`config.mk`:
```
export PLATFORM = sky130hd
export DESIGN_NAME = uart_tx_core
export DESIGN_NICKNAME = d
export VERILOG_FILES = /design/src/rtl/uart_tx_core.sv
export SDC_FILE = /design/constraint.sdc
export NUM_CORES = 1
export LEC_CHECK = 0
export CORE_UTILIZATION = 50
export DETAILED_ROUTE_END_ITERATION = 10
export PLACE_DENSITY = 0.72
export SKIP_CTS_REPAIR_TIMING = 1
export SYNTH_ARGS = -nofsm -noshare
export SYNTH_HDL_FRONTEND = slang
export SYNTH_SLANG_ARGS = --single-unit
```
`constraint.sdc`:
```
create_clock -name clk -period 7.1 [get_ports clk]
set_clock_uncertainty 0.15 [all_clocks]
set_input_delay 1.42 -clock clk [delete_from_list [all_inputs] [get_ports clk]]
set_output_delay 1.42 -clock clk [all_outputs]
set_load 0.01 [all_outputs]
```
`src/rtl/uart_tx_core.sv`:
```
// uart_tx_core: asynchronous-frame serial transmitter.
// Sends start bit, 5..8 data bits LSB first, optional even/odd parity and
// 1 or 2 stop bits. The frame format is captured when a frame is accepted,
// so register writes during a frame only affect the next one.
// Optional feature macro: UART_TX_BREAK_EN adds the send_break input, which
// holds the line low while the transmitter is idle.
// Every output is driven straight from a flop; tx has no combinational path
// from any input.

module uart_tx_core #(
    parameter int CLKS_PER_BIT = 16,
    parameter int CNT_W        = $clog2(CLKS_PER_BIT)
) (
    input  logic       clk,
    input  logic       reset_n,
    input  logic [7:0] tx_data,
    input  logic [1:0] data_bit_num,
    input  logic       stop_bit_num,
    input  logic       parity_en,
    input  logic       parity_type,
    input  logic       start_tx,
`ifdef UART_TX_BREAK_EN
    input  logic       send_break,
`endif
    output logic       tx,
    output logic       tx_done,
    output logic       start_tx_re_cfg,
    output logic       tx_busy
);

    typedef enum logic [2:0] {
        S_IDLE   = 3'd0,
        S_START  = 3'd1,
        S_DATA   = 3'd2,
        S_PARITY = 3'd3,
        S_STOP   = 3'd4
    } state_t;

    // Last value of the baud counter within one bit period.
    localparam logic [CNT_W-1:0] BAUD_LAST = CNT_W'(CLKS_PER_BIT - 1);

    // Registered state.
    state_t             r_state;
    logic [CNT_W-1:0]   r_baud_cnt;
    logic [2:0]         r_bit_idx;     // data bit index, or stop bit index in STOP
    logic [7:0]         r_data;        // shadowed byte, bits >= D already cleared
    logic [2:0]         r_last_bit;    // D-1
    logic               r_two_stop;
    logic               r_par_en;
    logic               r_par_type;
    logic               r_tx;
    logic               r_tx_done;
    logic               r_tx_busy;
    logic               r_re_cfg;

    // Next-state values.
    state_t             w_state_next;
    logic [CNT_W-1:0]   w_baud_next;
    logic [2:0]         w_bit_next;
    logic [7:0]         w_data_next;
    logic [2:0]         w_last_next;
    logic               w_two_stop_next;
    logic               w_par_en_next;
    logic               w_par_type_next;
    logic               w_tx_next;
    logic               w_done_next;
    logic               w_busy_next;
    logic               w_re_cfg_next;

    // Helpers.
    logic               w_bit_end;
    logic [2:0]         w_bit_inc;
    logic               w_parity;
    logic [2:0]         w_load_last;
    logic [7:0]         w_load_mask;

    assign w_bit_end   = (r_baud_cnt == BAUD_LAST);
    assign w_bit_inc   = r_bit_idx + 3'd1;

    // D-1 for the incoming frame: 00 -> 4 (5 bits) ... 11 -> 7 (8 bits).
    assign w_load_last = 3'd4 + {1'b0, data_bit_num};

    // Keep only the low D bits of tx_data when it is shadowed, so unused
    // high bits can neither be transmitted nor disturb the parity.
    for (genvar gi = 0; gi < 8; gi++) begin : g_load_mask
        assign w_load_mask[gi] = (3'(gi) <= w_load_last);
    end

    // Unused bits are already zero, so the XOR of the whole byte is the
    // XOR of the D transmitted bits. Odd parity inverts it.
    assign w_parity = (^r_data) ^ r_par_type;

    // Next-state and next-output logic for the frame sequencer.
    always_comb begin
        w_state_next    = r_state;
        w_baud_next     = w_bit_end ? '0 : r_baud_cnt + CNT_W'(1);
        w_bit_next      = r_bit_idx;
        w_data_next     = r_data;
        w_last_next     = r_last_bit;
        w_two_stop_next = r_two_stop;
        w_par_en_next   = r_par_en;
        w_par_type_next = r_par_type;
        w_tx_next       = r_tx;
        w_done_next     = r_tx_done;
        w_busy_next     = r_tx_busy;
        w_re_cfg_next   = 1'b0;

        case (r_state)
            S_IDLE: begin
                w_baud_next = '0;
                w_bit_next  = 3'd0;
                w_done_next = 1'b1;
                if (start_tx) begin
                    // Accept a frame. The format is frozen here for the whole frame.
                    w_state_next    = S_START;
                    w_data_next     = tx_data & w_load_mask;
                    w_last_next     = w_load_last;
                    w_two_stop_next = stop_bit_num;
                    w_par_en_next   = parity_en;
                    w_par_type_next = parity_type;
                    w_re_cfg_next   = 1'b1;
                    w_done_next     = 1'b0;
                    w_busy_next     = 1'b1;
                    w_tx_next       = 1'b0;
                end else begin
`ifdef UART_TX_BREAK_EN
                    // Break condition: line held low while requested.
                    w_tx_next   = ~send_break;
                    w_busy_next = send_break;
`else
                    w_tx_next   = 1'b1;
                    w_busy_next = 1'b0;
`endif
                end
            end

            S_START: begin
                if (w_bit_end) begin
                    w_state_next = S_DATA;
                    w_bit_next   = 3'd0;
                    w_tx_next    = r_data[0];
                end
            end

            S_DATA: begin
                if (w_bit_end) begin
                    if (r_bit_idx == r_last_bit) begin
                        w_bit_next = 3'd0;
                        if (r_par_en) begin
                            w_state_next = S_PARITY;
                            w_tx_next    = w_parity;
                        end else begin
                            w_state_next = S_STOP;
                            w_tx_next    = 1'b1;
                        end
                    end else begin
                        w_bit_next = w_bit_inc;
                        w_tx_next  = r_data[w_bit_inc];
                    end
                end
            end

            S_PARITY: begin
                if (w_bit_end) begin
                    w_state_next = S_STOP;
                    w_bit_next   = 3'd0;
                    w_tx_next    = 1'b1;
                end
            end

            S_STOP: begin
                if (w_bit_end) begin
                    if (r_two_stop && (r_bit_idx == 3'd0)) begin
                        // Second stop bit; line stays high.
                        w_bit_next = 3'd1;
                        w_tx_next  = 1'b1;
                    end else begin
                        // Frame complete: status flags change on this edge.
                        w_state_next = S_IDLE;
                        w_bit_next   = 3'd0;
                        w_tx_next    = 1'b1;
                        w_done_next  = 1'b1;
                        w_busy_next  = 1'b0;
                    end
                end
            end

            default: begin
                // Unreachable encodings recover to a quiet idle line.
                w_state_next = S_IDLE;
                w_baud_next  = '0;
                w_bit_next   = 3'd0;
                w_tx_next    = 1'b1;
                w_done_next  = 1'b1;
                w_busy_next  = 1'b0;
            end
        endcase
    end

    // State and output registers; reset aborts any frame and idles the line.
    always_ff @(posedge clk or negedge reset_n) begin
        if (!reset_n) begin
            r_state    <= S_IDLE;
            r_baud_cnt <= '0;
            r_bit_idx  <= 3'd0;
            r_data     <= 8'h00;
            r_last_bit <= 3'd7;
            r_two_stop <= 1'b0;
            r_par_en   <= 1'b0;
            r_par_type <= 1'b0;
            r_tx       <= 1'b1;
            r_tx_done  <= 1'b1;
            r_tx_busy  <= 1'b0;
            r_re_cfg   <= 1'b0;
        end else begin
            r_state    <= w_state_next;
            r_baud_cnt <= w_baud_next;
            r_bit_idx  <= w_bit_next;
            r_data     <= w_data_next;
            r_last_bit <= w_last_next;
            r_two_stop <= w_two_stop_next;
            r_par_en   <= w_par_en_next;
            r_par_type <= w_par_type_next;
            r_tx       <= w_tx_next;
            r_tx_done  <= w_done_next;
            r_tx_busy  <= w_busy_next;
            r_re_cfg   <= w_re_cfg_next;
        end
    end

    assign tx              = r_tx;
    assign tx_done         = r_tx_done;
    assign tx_busy         = r_tx_busy;
    assign start_tx_re_cfg = r_re_cfg;

endmodule

```
* Word-level counts from Yosys, hierarchy flattened
Cells that the tools add are included.
** Storage, ports and cells
- Word-level logic and storage cells :: 89
- Register bits :: 28
- ROM bits :: 0
- Memory bits (writable) :: 0
- Memories :: 0
- Bits in latches :: 0
** Operators by class
- $add $sub $neg :: 3
- Equal/unequal tests :: 15
- Multipliers :: 0
- Muxes and demuxes :: 34
- Bitwise logic cells :: 3
- Div/mod/pow operators :: 0
- Shift operators :: 0
- $lt $le $gt $ge :: 9
- Reductions and logical operators :: 13
** Operators with widths (number)
- $mux 3 :: 12
- $pmux 3 s5 :: 1
- $mux 1 :: 14
- $ne 2x2->1 const B :: 7
- $le 3x3->1 const A :: 4
- $pmux 3 s3 :: 1
- $reduce_and 3->1 :: 3
- $and 8x8->8 :: 1
- $mux 4 :: 2
- $reduce_xor 8->1 :: 1
- $reduce_and 7->1 :: 1
- $eq 3x2->1 const B :: 2
- $le 1x3->1 const A :: 2
- $le 2x3->1 const A :: 2
- $logic_not 3->1 :: 2
- $pmux 1 s3 :: 2
- $add 4x1->4 const B :: 1
- $eq 4x4->1 const B :: 1
- $lt 3x4->1 const B :: 1
- $ne 2x1->1 const B :: 2
- $pmux 1 s4 :: 1
- $reduce_or 2->1 :: 2
- $reduce_or 4->1 :: 1
- $add 3x1->3 const B :: 1
- other kinds (10) :: 10

* Depth between registers and ports, before layout
- Depth in word-level cells :: 6
- Depth in mapped cells :: 7
- Depth with buffers taken out :: 7

* Worst setup path after synthesis
OpenSTA, ideal clock, no wires.
- Path type :: input port to flip-flop
- Start :: input port start_tx
- End :: register r_last_bit[0]
- Slack :: 4557 ps
- Arrival :: 2308 ps
- Stages on the path :: 4
- Path through :: nand2_1 -> nor2_2 -> buf_4 -> mux2_1
** On the way
- Word-level cells in the longest chain between the ends :: 1
** RTL lines
- start: declaration :: RTL line 21 : input logic start_tx,
- $reduce_and 2->1 (no line)
- end signal: assignment :: RTL line 220 : r_last_bit <= w_last_next;
- end: declaration :: RTL line 47 : logic [2:0] r_last_bit;
No other way between the ends.
A chain may end at the register's enable or synchronous reset.

* Final worst setup path
- Start :: register r_tx_done, in the netlist tx_done
- End :: output port tx_done
** RTL lines
- start: declaration :: RTL line 52 : logic r_tx_done;
- start signal: assignment :: RTL line 225 : r_tx_done <= w_done_next;
- end: declaration :: RTL line 26 : output logic tx_done,
No word-level cell between the ends.

==> flow_summary.json <==
{
  "status": "finished, final reports clean",
  "fin_crit_sh_pct": 42.2,
  "grt_util_all_layers_pct": 19.6,
  "num_vias": 996,
  "synth.distinct_cells": 39,
  "grt_pass1_vias": 1039,
  "fill_cells": 233,
  "hpwl_um": 1880,
  "finalPower_uw": 235,
  "endpoint_kind": "output port",
  "power_switching_share_pct": 21.8,
  "critPathMaxStageDelay_ns": 0.57,
  "critPathRequiredTime_ns": 5.53,
  "final_cell_mix": "dfrtp_1 (23), clkdlybuf4s50_1 (19), inv_1 (9), o21ai_1 (9), mux2_1 (9)",
  "finalHoldViolCount": 0,
  "drive_gt1_share_pct": 12.6,
  "total_leakage_power_nw": 0.751,
  "cap_violations": 0,
  "maxSlewViolCount": 0,
  "die_h_um": 55.4,
  "switchingPower_uw": 51.4,
  "critPathArrivalTime_ns": 1.43,
  "regArea_sq_um": 681,
  "setup_viol": 0,
  "pin_count": 20,
  "synthArstFlopShare_pct": 100,
  "die_area_sq_um": 3070,
  "grt_overflow": 0,
  "grt_max_degree": 28,
  "fmax_ghz": 0.334,
  "cts_tree": "yes",
  "power.density_nw_per_um2": 142,
  "numCtsBuffers": 3,
  "synth_seq_area_share_pct": 47.7,
  "avgRoutedWirePerCell_um": 15.4,
  "syn_to_final_growth_pct": 16.0,
  "ir_drop_mv": 0.111,
  "drtPass1Iterations": 4,
  "wl_um": 2670,
  "die_w_um": 55.4,
  "start_util_pct": 52.2,
  "cts_root_buffer": "clkbuf_4",
  "multiInputGateArea_sq_um": 679,
  "path_buf_inv": 1,
  "place_congestion": 0.745,
  "critPathKind": "reg -> out",
  "hold_path.class": "reg -> reg",
  "antenna_found_initial": 0,
  "synthFlopType": "dfrtp_1",
  "cp_top_family": "flip-flops",
  "cp_slowest_cell": "dfstp_2",
  "stdcell_area_sq_um": 1660,
  "nNetsFinal": 163,
  "syn_area_per_cell_sq_um": 11.6,
  "tightestPinTransition_ns": 0.748,
  "ant_nets": 0,
  "period_minus_slack_ns": 3.00,
  "coreArea_sq_um": 2730,
  "seq_power_share_pct": 65.5,
  "synthCells": 123,
  "grt_pass1_wl_um": 4650,
  "setup_tns_ns": 0,
  "drt_iter0_drc": 29,
  "via_per_inst": 5.72,
  "diodes": 0,
  "dpl_cell_area_sq_um": 1630,
  "layout.cells.most_common": "dfrtp_1",
  "clkSinkCount": 27,
  "io_buffer_count": 19,
  "crit_fanout": 3,
  "synthesis.nets": 142,
  "clkTransAtPathRegs_ns": 0.15,
  "ys_ff_latch": 27,
  "synth_edf_count": 0,
  "yosys_warnings": 0,
  "rows": 19,
  "rsz0062_at_grt": "no",
  "critical_path.cell_chain": "clkdlybuf4s50_1",
  "clockPowerShare_pct": 29.3,
  "p_int_uw": 184,
  "slew_headroom_pct": 50.1,
  "synth_area_sq_um": 1430,
  "cts.path.max_buffers": 2,
  "clkLatencyLatePin_ns": 0.33,
  "power_frac_comb_pct": 5.2,
  "h-tree-depth": 1,
  "cp-start-kind": "register",
  "drc_errors": 0
}
per-stage QoR:
| step | instances | utilization (%) | hold slack [ns] | setup slack (ns) |
|---|---|---|---|---|
| after floorplan | 123 | - | 0.283 | 4.56 |
| after global placement | 170 | 59.6 | 0.305 | 3.79 |
| after detailed placement | 170 | 59.6 | 0.310 | 3.74 |
| after CTS | 174 | 60.6 | 0.329 | 4.10 |
| after global routing | 174 | 60.6 | 0.361 | 4.04 |
| final | 174 | 60.6 | 0.327 | 4.10 |
worst paths after layout:
path	from	to	slack, ns	cells after the start
setup reg to reg	r_bit_idx[0]	tx	4.58	7
hold / removal	r_baud_cnt[0]	r_baud_cnt[0]	0.33	1
hold reg to reg	r_baud_cnt[0]	r_baud_cnt[0]	0.33	1
min in group asynchronous	reset_n	r_baud_cnt[0]	1.29	2
max in group asynchronous	reset_n	tx_done	5.20	2
setup / recovery	tx_done	tx_done	4.10	1
Yosys cell counts, types with 2 or more instances:
library cell / count / share of area, %
o21a_1: 3 / 1.6
xor2_1: 6 / 3.7
and3_1: 2 / 0.88
ha_1: 3 / 2.6
buf_4: 3 / 1.6
o211ai_1: 2 / 1.1
o22ai_1: 2 / 0.88
mux4_1: 2 / 3.7
nor2_1: 4 / 1.1
nand2_1: 7 / 1.8
o32a_1: 2 / 1.4
o21ai_1: 9 / 3.2
mux2_2: 2 / 1.6
inv_1: 9 / 2.4
nand3_1: 4 / 1.4
nor2_2: 2 / 0.88
xnor2_1: 5 / 3.1
dfrtp_1: 23 / 40
dfstp_2: 4 / 7.4
mux2_1: 9 / 7.1
nand4_1: 2 / 0.88
worst register-to-register path: cells and delay by family, from the launching register on:
| family | cells | cell delay (ns) |
|---|---|---|
| buffers and inverters | 1 | 0.08 |
| flip-flops | 1 | 0.53 |
| multiplexers | 2 | 0.87 |
| adder cells (fa/ha/maj) | 1 | 0.37 |
| AO/OA/AOI/OAI | 3 | 0.46 |
per-layer routing:
metal	vias up	track usage (%)	wire length [um]
li1	476	-	-
met1	489	23.9	1130
met2	24	33.2	1390
met3	7	2.81	85
met4	0	11.1	73
met5	-	0	0
state kept, by name, indices dropped and copies added (netlist names):
| name | flops |
|---|---|
| r_baud_cnt | 4 |
| r_bit_idx | 3 |
| r_data | 8 |
| r_last_bit | 2 |
| r_par_en | 1 |
| r_par_type | 1 |
| r_state | 3 |
| r_two_stop | 1 |
| start_tx_re_cfg | 1 |
| tx | 1 |
| tx_busy | 1 |
| tx_done | 1 |
power by group through the flow:
| stage | clock [mW] | combinational, mW | sequential, mW |
|---|---|---|---|
| global placement | 0 | 0.0122 | 0.157 |
| detailed placement | 0 | 0.0125 | 0.157 |
| floorplan | 0 | 0.000287 | 0.157 |
| finish | 0.0689 | 0.0123 | 0.154 |
| global route | 0.0755 | 0.0134 | 0.154 |
| CTS | 0.0692 | 0.0125 | 0.154 |
final cells by class:
cell class	instances	area share, %
repair buffers	20	11.9
clock buffers	4	1.59
flip-flops and latches	27	41.1
inverters	9	2.04
multi-input cells	83	41.0
well taps	31	2.34
cells by family (layout without fill, tap and decap cells):
logic type | count (synthesis) | after routing | share of synthesized area (%)
compound gates | 25 | 25 | 12.1
flops | 27 | 27 | 47.7
fa+ha+maj | 3 | 3 | 2.63
xor+xnor | 12 | 12 | 8.33
mux | 13 | 13 | 12.4
simple gates | 30 | 30 | 12.2
buf+inv | 13 | 33 | 4.73
Note: power is estimated with default switching activity, not from simulation.
